File: src/rtl/instruction_pipe_reg.sv
// instruction_pipe_reg
//   Carries decoded instruction fields from the decoder towards the register file, ALU and
//   data memory through DEPTH register stages, each tagged with a valid bit. Supports stall
//   (hold all stages), flush (kill all stages) and bubble insertion (in_valid=0). A bubble
//   always carries all-zero fields, so its enables and jump control can never fire. A
//   saturating debug counter records capture edges that leave the last stage empty.
//
// Ports
//   CLK, RST                         clock; synchronous active-high reset on the capture edge
//   *_in, in_valid                   decoded instruction fields and their valid flag
//   stall, flush                     hazard/jump control (RST > flush > stall > shift)
//   a_addr .. reg_addr, out_valid    last-stage fields, driven straight from registers
//   bubble_cnt                       saturating count of edges ending with out_valid == 0
`timescale 1ns / 1ps

module instruction_pipe_reg #(
  parameter int unsigned RA_W        = 4,
  parameter int unsigned IMM_W       = 8,
  parameter int unsigned ADDR_W      = 8,
  parameter int unsigned ALU_W       = 3,
  parameter int unsigned JCTL_W      = 2,
  parameter int unsigned DEPTH       = 1,
  parameter int unsigned CAPTURE_NEG = 1,
  parameter int unsigned BUB_W       = 16
) (
  input  logic              CLK,
  input  logic              RST,
  input  logic [RA_W-1:0]   a_addr_in,
  input  logic [RA_W-1:0]   b_addr_in,
  input  logic [RA_W-1:0]   c_addr_in,
  input  logic [IMM_W-1:0]  immediate_val_in,
  input  logic [ADDR_W-1:0] addr_in,
  input  logic [ALU_W-1:0]  alu_control_in,
  input  logic [JCTL_W-1:0] JCTL_in,
  input  logic              im_sel_in,
  input  logic              reg_write_in,
  input  logic              data_read_in,
  input  logic              data_write_in,
  input  logic              reg_addr_in,
  input  logic              in_valid,
  input  logic              stall,
  input  logic              flush,
  output logic [RA_W-1:0]   a_addr,
  output logic [RA_W-1:0]   b_addr,
  output logic [RA_W-1:0]   c_addr,
  output logic [IMM_W-1:0]  immediate_val,
  output logic [ADDR_W-1:0] addr,
  output logic [ALU_W-1:0]  alu_control,
  output logic [JCTL_W-1:0] JCTL,
  output logic              im_sel,
  output logic              reg_write,
  output logic              data_read,
  output logic              data_write,
  output logic              reg_addr,
  output logic              out_valid,
  output logic [BUB_W-1:0]  bubble_cnt
);

  localparam int unsigned FW = 3 * RA_W + IMM_W + ADDR_W + ALU_W + JCTL_W + 5;

  if (DEPTH < 1 || DEPTH > 4) begin : g_depth_check
    $error("instruction_pipe_reg: DEPTH must be in 1..4");
  end

  logic [FW-1:0]    stage_q [DEPTH];
  logic [FW-1:0]    stage_d [DEPTH];
  logic [DEPTH-1:0] valid_q, valid_d;
  logic [BUB_W-1:0] bub_q, bub_d;
  logic [FW-1:0]    in_word;

  // Bubbles enter with zeroed fields so downstream enables stay quiet.
  assign in_word = in_valid ? {a_addr_in, b_addr_in, c_addr_in, immediate_val_in, addr_in,
                               alu_control_in, JCTL_in, im_sel_in, reg_write_in,
                               data_read_in, data_write_in, reg_addr_in}
                            : '0;

  always_comb begin
    stage_d = stage_q;
    valid_d = valid_q;
    bub_d   = bub_q;
    if (flush) begin
      for (int i = 0; i < int'(DEPTH); i++) begin
        stage_d[i] = '0;
      end
      valid_d = '0;
    end else if (!stall) begin
      stage_d[0] = in_word;
      valid_d[0] = in_valid;
      for (int i = 1; i < int'(DEPTH); i++) begin
        stage_d[i] = stage_q[i-1];
        valid_d[i] = valid_q[i-1];
      end
    end
    // Counts on the resulting last-stage state, including a held empty stage during stall.
    if (!valid_d[DEPTH-1] && (bub_q != {BUB_W{1'b1}})) begin
      bub_d = bub_q + 1'b1;
    end
  end

  if (CAPTURE_NEG != 0) begin : g_neg
    always_ff @(negedge CLK) begin
      if (RST) begin
        for (int i = 0; i < int'(DEPTH); i++) begin
          stage_q[i] <= '0;
        end
        valid_q <= '0;
        bub_q   <= '0;
      end else begin
        stage_q <= stage_d;
        valid_q <= valid_d;
        bub_q   <= bub_d;
      end
    end
  end else begin : g_pos
    always_ff @(posedge CLK) begin
      if (RST) begin
        for (int i = 0; i < int'(DEPTH); i++) begin
          stage_q[i] <= '0;
        end
        valid_q <= '0;
        bub_q   <= '0;
      end else begin
        stage_q <= stage_d;
        valid_q <= valid_d;
        bub_q   <= bub_d;
      end
    end
  end

  assign {a_addr, b_addr, c_addr, immediate_val, addr, alu_control, JCTL, im_sel, reg_write,
          data_read, data_write, reg_addr} = stage_q[DEPTH-1];
  assign out_valid  = valid_q[DEPTH-1];
  assign bubble_cnt = bub_q;

endmodule

File: config.mk
export PLATFORM = sky130hd
export DESIGN_NAME = instruction_pipe_reg
export DESIGN_NICKNAME = d
export VERILOG_FILES = /design/src/rtl/instruction_pipe_reg.sv
export SDC_FILE = /design/constraint.sdc
export NUM_CORES = 1
export LEC_CHECK = 0
export ABC_AREA = 1
export CAP_MARGIN = 30
export CORE_ASPECT_RATIO = 1.25
export CORE_MARGIN = 3
export CORE_UTILIZATION = 30
export CTS_CLUSTER_DIAMETER = 40
export DETAILED_ROUTE_END_ITERATION = 7
export HOLD_SLACK_MARGIN = 0.02
export PLACE_DENSITY = 0.61
export SETUP_SLACK_MARGIN = 0.4
export SYNTH_ARGS = -nofsm -noshare
export SYNTH_HDL_FRONTEND = slang
export SYNTH_SLANG_ARGS = --single-unit
export TNS_END_PERCENT = 1
File: constraint.sdc
create_clock -name CLK -period 1.39 [get_ports CLK]
set_input_delay 0.139 -clock CLK [delete_from_list [all_inputs] [get_ports CLK]]
set_output_delay 0.139 -clock CLK [all_outputs]
set_load 0.05 [all_outputs]
==> qor.txt, run 1 <==
Die Span X -> 84.74 um
startpoint class of the critical path -> flip-flop
FF-to-FF setup slack -> -60 ps
top cell type by total area after synthesis -> dfxtp_1
first-pass GRT wire length -> 12,340 um
final setup margin -> -338.5 ps
Vias -> 2,720
peak per-stage delay on the critical path -> 380 ps
Synth Warn # -> 0
Top FF cell, synth -> dfxtp_1
Yosys cell types -> 21
P_int -> 2.856 mW
Syn Inst Count -> 331
Pwr Total -> 4.149 mW
total grt overflow -> 0
Finished Layout Cells -> 596
max-slew violation count -> 0
router iterations before antenna repair -> 4
R2R cell count -> 9
Syn Area/Cell -> 7.023 um2
post-DR wirelength/cell -> 12.56 um
Setup CP Type -> reg2out
maxcap violations -> 0
critical path startpoint -> bubble_cnt[6]
Yosys top cell area share -> 0.4736
Vias/cell -> 4.564
Num CTS Buffers -> 5
vias in the first global route -> 2,841
most common cell after layout, fill and taps aside -> nand2_1
Post-synth EDFFs -> 0
register area -> 1202 um2
register area share after synthesis -> 0.4736
Max Root-Sink Buffers -> 2
failing checks -> negative setup slack
Reg clk slew, reported paths -> 40 ps
DIE AREA -> 8848 um2
fraction of layout cells with a size suffix above 1 -> 0.4345
Comb pwr share -> 0.148
peak supply drop -> 0.5293 mV
I/O Buffers -> 97
P&R area growth vs syn -> 108.1%
commonest non-fill, non-tap cells in the layout -> nand2_1, inv_1, buf_12
initial core utilization -> 0.3123
1st-iter DRT viols -> 87
CTS tree -> built
Final Net Count -> 547
fillcell total -> 627
P_sw -> 1.293 mW
Syn Nets -> 375
Finish-stage setup viols -> 71
initial antenna violation count -> 0
hpwl dp -> 5198 um
required time of the critical path -> 1250 ps
Routability Congestion -> 0.9207
die boundary height -> 104.4 um
final WL -> 7485 um
top cells by area, synth -> dfxtp_1, nand2_1, a21oi_1
Clock Power Share -> 0.456
GRT Total Usage -> 0.1701
Clock Skews -> 17.56 ps
switch share -> 0.3116
std cell rows -> 35
Slew headroom -> 0.7679
Antenna Violating Nets Remaining -> 0
Worst Hold Class -> reg2reg
multi-input combinational cell area -> 1336 um2
pin count of the biggest net entering global routing -> 35
sequential share of power -> 0.396
worst slew pin tran -> 348.2 ps
CTS Sinks -> 55
DR DRC count -> 0
n_diodes -> 0
outcome -> finished with violations
Cell Pwr Density -> 857.5 nW/um2
crit path capture type -> primary output
unrepaired setup endpoints after global routing -> true
Yosys reg bits -> 55
Critical R2R Capture -> bubble_cnt[3]
leakage power total -> 2.103 nW
final hold vios -> 0
worst skew pair latency -> 380 ps
WHS Path Cells -> 2
Post-Syn Area -> 2325 um2
RR Startpoint -> bubble_cnt[10]
crit-path leading delay family -> flip-flops
# hold bufs at CTS -> 0
Crit path arrival time -> 1590 ps
placed cell count -> 533
hold endpoint -> stage_q[24]
critical path's slowest cell -> dfxtp_4
Worst Path Buf+Inv -> 1
Worst Path Max Fanout -> 5
Placeable Area -> 7445 um2
CP cell instances -> buf_12
ys async rst share -> 0
HP Start -> stage_q[24]
Ports -> 98
fin util -> 0.6499
CTS root buffer -> clkbuf_8
htree depth -> 2
cell families (layout without fill, tap and decap cells):
kind of cell / after synthesis / in the layout / share of synthesized area
buffers and inverters: 29 / 202 / 0.05005
and+or+nand+nor: 202 / 202 / 0.3735
AOI/OAI and AO/OA: 44 / 44 / 0.09742
adders and majority gates: 1 / 1 / 0.005381
DFF: 55 / 55 / 0.4736
worst max path at each step:
stage                     cells after the start        endpoint  slack [ps]
after global placement                       11  bubble_cnt[10]        -900
after floorplan                               9  bubble_cnt[10]        -150
final                                         1   bubble_cnt[6]        -340
after CTS                                     1   bubble_cnt[6]        -350
after detailed placement                     11  bubble_cnt[10]        -910
after global routing                          1   bubble_cnt[6]        -390
cells in the mapped netlist, types with 2 or more instances:
| cell type | count |
|---|---|
| buf_2 | 6 |
| nand2_1 | 127 |
| a21oi_1 | 41 |
| nand2_2 | 6 |
| nor2_1 | 40 |
| nand3_1 | 11 |
| dfxtp_1 | 55 |
| clkbuf_1 | 6 |
| inv_1 | 15 |
| nor3_1 | 2 |
| nor2_2 | 9 |
| nor2_4 | 4 |
layout make-up:
cell class | instances | area share
timing repair buffer | 124 | 0.3651
multi-input combinational | 247 | 0.2762
sequential | 55 | 0.2485
clock inverter | 58 | 0.05741
tap | 92 | 0.02379
inverter | 15 | 0.01474
clock buffer | 5 | 0.01422
repair_timing:
action / in CTS / in global routing
buffers inserted: 1 / 0
gates cloned: 0 / 0
resized for setup: 99 / 21
pin swaps: 34 / 20
setup endpoints to repair: 110 / 110
power groups by stage:
stage	sequential, mW	combinational, mW	clock (mW)
2_1_floorplan	1.77	0.132	0.245
3_3_place_gp	1.68	0.568	0.245
3_5_place_dp	1.68	0.572	0.245
4_1_cts	1.64	0.607	1.99
5_1_grt	1.64	0.656	2.17
6_report	1.64	0.616	1.89
flip-flops by register name, summed over array words and instances (netlist names):
register / count
stage_q: 38
bubble_cnt: 16
out_valid: 1
routing by layer:
layer  global-route usage  routed length [um]
met5                    0                   0
met4              0.09163                 126
met3              0.06022                 508
met2               0.2788                3804
met1               0.1904                3046
stage by stage:
step	hold WS (ps)	TNS, ps	worst slack (ps)	cell area, um2
after detailed placement	492.0	-41970	-907.4	4202
after global placement	487.9	-41200	-896.1	4202
after floorplan	581.4	-8211	-153.8	2391
after CTS	477.4	-18320	-352.5	4751
after global routing	499.5	-21360	-385.7	4838
final	479.0	-17700	-338.5	4838
(Power assumes the default switching activity.)
==> run 2: changes to the inputs <==
--- a/config.mk
+++ b/config.mk
@@ -15,6 +15,7 @@
 export HOLD_SLACK_MARGIN = 0.02
 export PLACE_DENSITY = 0.61
 export SETUP_SLACK_MARGIN = 0.4
+export SKIP_LAST_GASP = 1
 export SYNTH_ARGS = -nofsm -noshare
 export SYNTH_HDL_FRONTEND = slang
 export SYNTH_SLANG_ARGS = --single-unit
==> run 2 against run 1 <==
Compared with the run above: worst hold slack hardly changed; critical endpoint is now reg_addr; total power is 1.1% lower; worst setup slack worse by 3.2 ps; cell area is 4.6% lower; the flow still finishes with violations (negative setup slack); non-clock buffer count stayed put; core utilization is 3.0 points lower; clock skew is 0.62 ps higher; critical path depth stayed put; wire length is 4.8% lower; final cell count stayed put; flip-flop and latch count stayed put.
==> qor.txt, run 2 (same netlist as run 1, synthesis figures left out) <==
GR Layer Usage met2 -> 0.2620 (-0.01680)
HP Start -> stage_q[24]
Worst Path Max Fanout -> 2 (-3)
htree depth -> 2 (unchanged)
total grt overflow -> 0 (unchanged)
post-DR wirelength/cell -> 11.96 um (-4.8%)
CP cell instances -> buf_12
WHS Path Cells -> 2 (unchanged)
Antenna Violating Nets Remaining -> 0 (unchanged)
Max Root-Sink Buffers -> 2 (unchanged)
initial core utilization -> 0.3123 (unchanged)
worst slew pin tran -> 343.3 ps (-4.860 ps)
critical path's slowest cell -> dfxtp_1
n_diodes -> 0 (unchanged)
Final Net Count -> 547 (unchanged)
final setup margin -> -341.8 ps (-3.231 ps)
RR Startpoint -> bubble_cnt[0]
Routability Congestion -> 0.9207 (unchanged)
final WL -> 7127 um (-4.8%)
Setup CP Type -> reg2out
fin util -> 0.6202 (-0.02975)
peak supply drop -> 0.5180 mV (-2.1%)
leakage power total -> 2.018 nW (-4.0%)
max-slew violation count -> 0 (unchanged)
GRT Total Usage -> 0.1647 (-0.005370)
Pwr Total -> 4.103 mW (-1.1%)
Num CTS Buffers -> 5 (unchanged)
die boundary height -> 104.4 um (unchanged)
Critical R2R Capture -> bubble_cnt[10]
fraction of layout cells with a size suffix above 1 -> 0.3135 (-0.1210)
unrepaired setup endpoints after global routing -> true
failing checks -> negative setup slack
Cell Pwr Density -> 888.7 nW/um2 (+3.6%)
Vias/cell -> 4.500 (-1.4%)
Crit path arrival time -> 1590 ps (about the same)
Finish-stage setup viols -> 110 (+55%)
FF-to-FF setup slack -> -50 ps (about the same)
initial antenna violation count -> 0 (unchanged)
1st-iter DRT viols -> 80 (-8.0%)
P&R area growth vs syn -> 98.60%
Slew headroom -> 0.7711 (+0.003240)
CTS Sinks -> 55 (unchanged)
most common cell after layout, fill and taps aside -> nand2_1
peak per-stage delay on the critical path -> 380 ps (about the same)
router iterations before antenna repair -> 4 (unchanged)
hpwl dp -> 5198 um (unchanged)
Die Span X -> 84.74 um (unchanged)
std cell rows -> 35 (unchanged)
vias in the first global route -> 2,806 (-1.2%)
Worst Path Buf+Inv -> 1 (unchanged)
crit-path leading delay family -> flip-flops
maxcap violations -> 0 (unchanged)
commonest non-fill, non-tap cells in the layout -> nand2_1, inv_1, buf_12
fillcell total -> 656 (+4.6%)
CTS root buffer -> clkbuf_8
worst skew pair latency -> 380 ps (about the same)
startpoint class of the critical path -> flip-flop
Clock Skews -> 18.17 ps (+0.6168 ps)
max FFs per register -> 38 (unchanged)
I/O Buffers -> 97 (unchanged)
Worst Hold Class -> reg2reg
hold endpoint -> stage_q[24]
Ports -> 98 (unchanged)
DIE AREA -> 8848 um2 (unchanged)
crit path capture type -> primary output
pin count of the biggest net entering global routing -> 35 (unchanged)
met1 Use GR -> 0.1851 (-0.005371)
Largest Register -> stage_q
R2R cell count -> 8 (-1)
required time of the critical path -> 1250 ps (about the same)
Top Usage Layer GRT -> met2
outcome -> finished with violations
GRT met3 Usage -> 0.05943 (-0.0007924)
first-pass GRT wire length -> 11,950 um (-3.1%)
Vias -> 2,682 (-1.4%)
DR DRC count -> 0 (unchanged)
CTS tree -> built
Reg clk slew, reported paths -> 40 ps (about the same)
final hold vios -> 0 (unchanged)
Placeable Area -> 7445 um2 (unchanged)
## run 2: per-stage QoR
stage	cells	cell area [um2]	setup slack, ps	TNS (ps)	hold slack, ps
2_1_floorplan	331	2391	-153.8	-8211	581.4
3_3_place_gp	533	4202	-896.1	-41200	487.9
3_5_place_dp	533	4202	-907.4	-41970	492.0
4_1_cts	596	4597	-352.5	-29530	480.7
5_1_grt	596	4617	-385.7	-34800	502.7
6_report	596	4617	-341.8	-29340	479.0
## run 2: area by class of cell
cell class                 count  area (um2)  share of cell area
clock buffer                   5       68.82             0.01491
clock inverter                58       277.8             0.06016
inverter                      15       68.82             0.01491
multi-input combinational    247        1155              0.2501
sequential                    55        1169              0.2531
tap                           92       115.1             0.02493
timing repair buffer         124        1763              0.3818
## run 2: worst max-delay path by stage
| stage | start | end | slack, ps | depth (start not counted) |
|---|---|---|---|---|
| floorplan | stall | bubble_cnt[10] | -150 | 9 |
| global placement | stall | bubble_cnt[10] | -900 | 11 |
| detailed placement | stall | bubble_cnt[10] | -910 | 11 |
| CTS | bubble_cnt[6] | bubble_cnt[6] | -350 | 1 |
| global route | bubble_cnt[6] | bubble_cnt[6] | -390 | 1 |
| finish | stage_q[0] | reg_addr | -340 | 1 |
## run 2: report_power, final
part	total (mW)	internal [mW]	switching [mW]	leakage, nW
registers	1.64	1.60	0.0362	0.465
logic	0.571	0.302	0.269	1.19
clock network	1.89	0.937	0.955	0.363
## run 2: routing by layer
layer,vias up,wire [um]
met5,-,0
met2,97,3504
met4,0,179
met3,15,428
li1,1380,-
met1,1190,3014
## run 2: worst reg2reg max path, delay by kind of cell, from the launching register on
kind                     cells  cell delay [ps]
AO/OA/AOI/OAI                1              180
buffers and inverters        1               70
AND/OR/NAND/NOR              5              510
adder cells (fa/ha/maj)      1              210
flip-flops                   1              370
## run 2: repair_timing
item | in CTS | in global routing
buffers inserted | 1 | 0
setup endpoints to repair | 110 | 110
hold buffers | 0 | 0
pin swaps | 0 | 2
gates resized for setup | 29 | 8
==> run 3: changes to the inputs <==
--- a/config.mk
+++ b/config.mk
@@ -10,6 +10,7 @@
 export CORE_ASPECT_RATIO = 1.25
 export CORE_MARGIN = 3
 export CORE_UTILIZATION = 30
+export CTS_BUF_LIST = sky130_fd_sc_hd__clkbuf_4 sky130_fd_sc_hd__clkbuf_8
 export CTS_CLUSTER_DIAMETER = 40
 export DETAILED_ROUTE_END_ITERATION = 7
 export HOLD_SLACK_MARGIN = 0.02
==> results of run 3 <==
The final DEF is identical to that of run 2; final timing and power are the same.
